==> src/rtl/counter_4b.sv <==
// 4-bit saturating up-counter with synchronous clear and enable.
module counter_4b (
    input  logic       clk,
    input  logic       reset,
    input  logic       clr_i,
    input  logic       en_i,
    output logic [3:0] cnt_o
);

    logic [3:0] cnt_q;
    logic [3:0] cnt_d;

    always_comb begin
        cnt_d = cnt_q;
        if (clr_i) begin
            cnt_d = '0;
        end else if (en_i && cnt_q != 4'hF) begin
            cnt_d = cnt_q + 4'd1;
        end
    end

    always_ff @(posedge clk) begin
        if (reset) begin
            cnt_q <= '0;
        end else begin
            cnt_q <= cnt_d;
        end
    end

    assign cnt_o = cnt_q;

endmodule

==> config.mk <==
export PLATFORM = sky130hd
export DESIGN_NAME = counter_4b
export DESIGN_NICKNAME = d
export VERILOG_FILES = /design/src/rtl/counter_4b.sv
export SDC_FILE = /design/constraint.sdc
export NUM_CORES = 1
export LEC_CHECK = 0
export BUFFER_PORTS_ARGS = -buffer_cell sky130_fd_sc_hd__buf_2
export CAP_MARGIN = 15
export CORE_AREA = 3 3 40 42
export DETAILED_ROUTE_END_ITERATION = 16
export DIE_AREA = 0 0 43 45
export HOLD_SLACK_MARGIN = 0.05
export MAX_ROUTING_LAYER = met4
export SLEW_MARGIN = 20
export SYNTH_ARGS = -nofsm -noshare
export SYNTH_HDL_FRONTEND = slang
export SYNTH_SLANG_ARGS = --single-unit
==> constraint.sdc <==
create_clock -name clk -period 1.6 [get_ports clk]
set_clock_uncertainty 0.2 [all_clocks]
set_input_delay 0.08 -clock clk [delete_from_list [all_inputs] [get_ports clk]]
set_output_delay 0.08 -clock clk [all_outputs]
set_load 0.005 [all_outputs]
==> flow_metrics.env, run 1 <==
export IMPL_status="finished, final reports clean"
export IMPL_ant_nets=0
export IMPL_via_per_inst=4.12
export IMPL_crit_path_start_kind="flip-flop"
export IMPL_crit_chain="ha_1, nand2_1, nor2_1, a2111oi_0"
export IMPL_synth_seq_cells=4
export IMPL_power_leakage_uw=0.000131
export IMPL_drt_total_wl_um=427
export IMPL_preCtsSetupSlack_ns=0.251
export IMPL_fin_ws_ns=0.241
export IMPL_seq_area_frac_synth_pct=42.4
export IMPL_grt_max_degree=6
export IMPL_setup_viol=0
export IMPL_yosysUniqueCellTypes=13
export IMPL_clkTransAtPathRegs_ns=0.04
export IMPL_largest_register_ffs=4
export IMPL_cts_max_level=1
export IMPL_period_share_pct=85.0
export IMPL_clockRootBuffer="clkbuf_4"
export IMPL_required_ns=1.52
export IMPL_cts_sinks=4
export IMPL_worstPathArrival_ns=1.28
export IMPL_wl_per_cell_um=8.54
export IMPL_grt_overflow=0
export IMPL_final_cell_mix="7 x buf_2, 5 x nand2_1, 4 x dfxtp_1, 3 x clkbuf_4, 3 x dlygate4sd3_1"
export IMPL_cts_made_buffers=3
export IMPL_slew_viol_final=0
export IMPL_yosysWarnings=0
export IMPL_cap_viol_max_count=0
export IMPL_hpwlAfterDp_um=312
export IMPL_drive_above_1_share_pct=28.6
export IMPL_syn_inst=22
export IMPL_tritoncts="done"
export IMPL_clockBufferDepth=2
export IMPL_worstMarginPinSlew_ns=0.310
export IMPL_num_vias=206
export IMPL_dp_cells=44
export IMPL_insertion_delay_ns=0.23
export IMPL_start_util_pct=14.7
export IMPL_antenna_found_initial=0
export IMPL_power_density_nw_per_um2=846
export IMPL_min_delay_start="cnt_o[1]"
export IMPL_grt_usage_pct=6.53
export IMPL_core_um2=1280
export IMPL_max_stage_delay_ns=0.35
export IMPL_worstSetupPathType="reg2reg"
export IMPL_clock_fmax_mhz=736
export IMPL_ir_drop_uv=275
export IMPL_finalHoldViolCount=0
export IMPL_first_pass_iters=4
export IMPL_die_width_um=43
export IMPL_syn_nets=27
export IMPL_drc=0
export IMPL_rsz0062_at_grt="false"
export IMPL_end_kind="flip-flop"
export IMPL_final_cells=50
export IMPL_grt_pass1_wl_um=834
export IMPL_dieArea_um2=1940
export IMPL_worstHoldPathType="reg2reg"
export IMPL_syn2layout_area_growth_pct=56.3
export IMPL_crit_start="cnt_o[0]"
export IMPL_port_buffers=7
export IMPL_period_minus_slack_ns=1.36
export IMPL_io_pins=8
export IMPL_syn_area_um2=189
export IMPL_final_common_cell="buf_2"
export IMPL_syn_area_per_cell_um2=8.59
export IMPL_tns_ns=0
export IMPL_drt_initial_drc_count=6
export IMPL_antenna_cells=0
export IMPL_place_gp_congestion=0.673
export IMPL_worst_path_max_fanout=5
export IMPL_fin_nets=42
export IMPL_die_y_um=45
export IMPL_slew_headroom_pct=78.8
export IMPL_grt_pass1_vias=213
export IMPL_critical_path_slowest_cell="a2111oi_0"
export IMPL_rows=13
export IMPL_r2r_start="cnt_o[0]"
export IMPL_post_cts_setup_buffers=0
## final cells by class
| class | instances | area, µm² |
|---|---|---|
| tap | 15 | 18.8 |
| clock buffer | 3 | 22.5 |
| fill | 135 | 990 |
| multi-input combinational | 17 | 105 |
| inverter | 1 | 3.75 |
| timing repair buffer | 10 | 65.1 |
| sequential | 4 | 80.1 |
## repair_timing
action                                 CTS  global route
hold buffers                             3             0
endpoints found under the hold margin    4             0
gates resized for setup                  0             0
## cell families after synthesis
kind of cell | Yosys count | synth area share (%)
and+or+nand+nor | 11 | 25.8
DFF | 4 | 42.4
AOI/OAI and AO/OA | 3 | 12.6
muxes | 2 | 10.6
buffers and inverters | 1 | 1.98
adders and majority gates | 1 | 6.62
## path summary, 6_finish.rpt
| check | depth (start not counted) | end | slack [ns] |
|---|---|---|---|
| worst min register to register | 2 | cnt_o[1] | 0.30 |
| worst max-delay path | 4 | cnt_o[2] | 0.24 |
| worst min-delay path | 2 | cnt_o[1] | 0.30 |
| worst max register to register | 4 | cnt_o[2] | 0.24 |
## worst max-delay path, delay by kind of cell (launching register included)
family | cells | cell delay, ns
flops | 1 | 0.33
compound gates | 1 | 0.35
fa+ha+maj | 1 | 0.25
simple gates | 2 | 0.10
## routing by layer
metal  up-vias  share of wire [%]  global-route usage, %
met4         0                  0                   3.61
li1        110                  -                      -
met1        83                 51                   6.78
met3         0                 15                   6.37
met2        13                 34                   7.78
met5         -                  0                      -
## metrics by stage
stage	cell area [µm²]	utilization, %	total power, µW	hold slack, ns
after floorplan	189	-	112	-0.0432
after global placement	243	18.9	121	0.101
after detailed placement	243	18.9	121	0.101
after CTS	295	23.0	258	0.305
after global routing	295	23.0	271	0.329
final	295	23.0	250	0.297
## power by group
part	internal (µW)	switching, µW
clock	83.9	40.9
combinational	11.9	9.14
sequential	102	2.00
total	198	52.0
## Yosys cell counts
cell	count	area share (%)
nand4_1	1	3.3
nand2_1	5	9.9
or3_1	1	3.3
mux2i_1	2	11
a2111oi_1	1	5.3
a2111oi_0	1	4.6
nor2_1	2	4.0
inv_1	1	2.0
dfxtp_1	4	42
nand3_1	1	2.6
ha_1	1	6.6
nor3_1	1	2.6
a21oi_1	1	2.6
(Power assumes the default switching activity.)
==> run 2: changes to the inputs <==
Clock period 1.6 ns to 1.4 ns, I/O delays scaled along.
==> run 2 against run 1 <==
Compared with the run above: cell count is 2.0% higher; clock power is 14% higher; clock-buffer cell count stayed put; die area stayed put; hold slack better by 0.0050 ns; first-iteration DRC count is 100% lower; core utilization is 1.3 points higher; critical path depth is 1 higher; routed wire length is 7.5% higher; via count is 2.4% higher; final area is 5.5% higher.
==> flow_metrics.env, run 2 (synthesis results as in run 1) <==
export IMPL_num_vias=211
export IMPL_final_common_cell="buf_2"
export IMPL_total_power_uw=289
export IMPL_drt_total_wl_um=459
export IMPL_swShare_pct=21.0
export IMPL_cts_made_buffers=3
export IMPL_power_leakage_uw=0.000134
export IMPL_finalHoldViolCount=0
export IMPL_pwr_share_comb_pct=9.6
export IMPL_clockRootBuffer="clkbuf_4"
export IMPL_clock_fmax_mhz=769
export IMPL_crit_family="buffers and inverters"
export IMPL_crit_path_start_kind="primary input"
export IMPL_worstPathArrival_ns=1.22
export IMPL_syn2layout_area_growth_pct=64.9
export IMPL_via_per_inst=4.14
export IMPL_drt_initial_drc_count=0
export IMPL_ant_nets=0
export IMPL_worst_path_max_fanout=4
export IMPL_status="finished, final reports clean"
export IMPL_port_buffers=7
export IMPL_required_ns=1.32
export IMPL_grt_max_degree=6
export IMPL_period_share_pct=92.8
export IMPL_largest_register_ffs=4
export IMPL_clockBufferDepth=2
export IMPL_crit_chain="dlygate4sd3_1, buf_2, nand4_1, nor3_1, a2111oi_1"
export IMPL_slew_headroom_pct=81.0
export IMPL_antenna_found_initial=0
export IMPL_grt_overflow=0
export IMPL_io_pins=8
export IMPL_crit_buf_inv=2
export IMPL_tritoncts="done"
export IMPL_worstMarginPinSlew_ns=0.284
export IMPL_final_design_area_no_fill_um2=312
export IMPL_rows=13
export IMPL_critical_path_slowest_cell="dlygate4sd3_1"
export IMPL_fin_util_pct=24.2
export IMPL_power_frac_seq_pct=41.1
export IMPL_ir_drop_uv=470
export IMPL_setup_viol=0
export IMPL_drive_above_1_share_pct=36.1
export IMPL_power_frac_clock_pct=49.3
export IMPL_postPlaceCellArea_um2=250
export IMPL_worstSetupPathType="in2reg"
export IMPL_die_y_um=45
export IMPL_dieArea_um2=1940
export IMPL_antenna_cells=0
export IMPL_max_stage_delay_ns=0.53
export IMPL_hold_ws_ns=0.302
export IMPL_die_width_um=43
export IMPL_grt_pass1_wl_um=710
export IMPL_power_switching_uw=60.6
export IMPL_worstHoldPathType="reg2reg"
export IMPL_clkTransAtPathRegs_ns=0.04
export IMPL_first_pass_iters=1
export IMPL_insertion_delay_ns=0.23
export IMPL_cts_sinks=4
export IMPL_fin_nets=43
export IMPL_start_util_pct=14.7
export IMPL_cap_viol_max_count=0
export IMPL_core_um2=1280
export IMPL_period_minus_slack_ns=1.30
export IMPL_drc=0
export IMPL_p_int_uw=228
export IMPL_cts_max_level=1
export IMPL_final_cell_mix="7 x buf_2, 5 x nand2_1, 4 x dfxtp_1, 3 x clkbuf_4, 3 x dlygate4sd3_1"
export IMPL_slew_viol_final=0
export IMPL_power_density_nw_per_um2=926
export IMPL_wl_per_cell_um=9.00
export IMPL_place_gp_congestion=0.709
export IMPL_grt_pass1_vias=169
export IMPL_grt_usage_pct=5.58
export IMPL_hpwlAfterDp_um=329
export IMPL_end_kind="flip-flop"
[run 2: changes by cell type in the layout (fill, tap and decap cells not counted)]
cell       before  now
a2111oi_0       1    0
a2111oi_2       0    1
buf_4           0    1
ha_1            1    0
ha_2            0    1
[run 2: path summary, 6_finish.rpt]
kind / start / end / slack, ns / cells after the start
setup / recovery: en_i / cnt_o[3] / 0.10 / 5
hold / removal: cnt_o[1] / cnt_o[1] / 0.30 / 2
setup reg to reg: cnt_o[0] / cnt_o[3] / 0.11 / 3
hold reg to reg: cnt_o[1] / cnt_o[1] / 0.30 / 2
[run 2: final cells by class]
| class | count | area (µm²) |
|---|---|---|
| Timing Repair Buffer | 11 | 72.6 |
| Inverter | 1 | 3.75 |
| Multi-Input combinational cell | 17 | 114 |
| Sequential cell | 4 | 80.1 |
| Clock buffer | 3 | 22.5 |
| Fill cell | 136 | 973 |
| Tap cell | 15 | 18.8 |
[run 2: timing repair]
action	CTS	global route
hold endpoints to repair	4	0
endpoints found under the setup margin	0	2
hold buffers	3	0
buffers inserted	0	0
resized for setup	0	3
[run 2: power groups by stage]
stage                     clock network (µW)  logic (µW)  registers (µW)
after CTS                                146        26.5             119
after floorplan                            0        7.16             121
after global routing                     155        30.9             119
final                                    142        27.6             119
after detailed placement                   0        20.2             120
after global placement                     0        20.0             120
[run 2: per-stage QoR]
stage	std cells	worst slack, ns	TNS, ns
2_1_floorplan	22	0.109	0
3_3_place_gp	45	0.0776	0
3_5_place_dp	45	0.0612	0
4_1_cts	51	0.0576	0
5_1_grt	51	-0.00981	-0.00981
6_report	51	0.100	0
[run 2: layer usage]
layer / track usage (%) / wire, µm / vias up
met1: 7.00 / 225 / 91
met4: 0 / 0 / 0
met2: 6.29 / 169 / 10
li1: - / - / 110
met5: - / 0 / -
met3: 5.98 / 65 / 0
[run 2: worst register-to-register path: stages (launching register included)]
cell and delay (ns):
dfxtp_1 0.37, buf_4 0.13, nand4_1 0.10, a2111oi_1 0.38
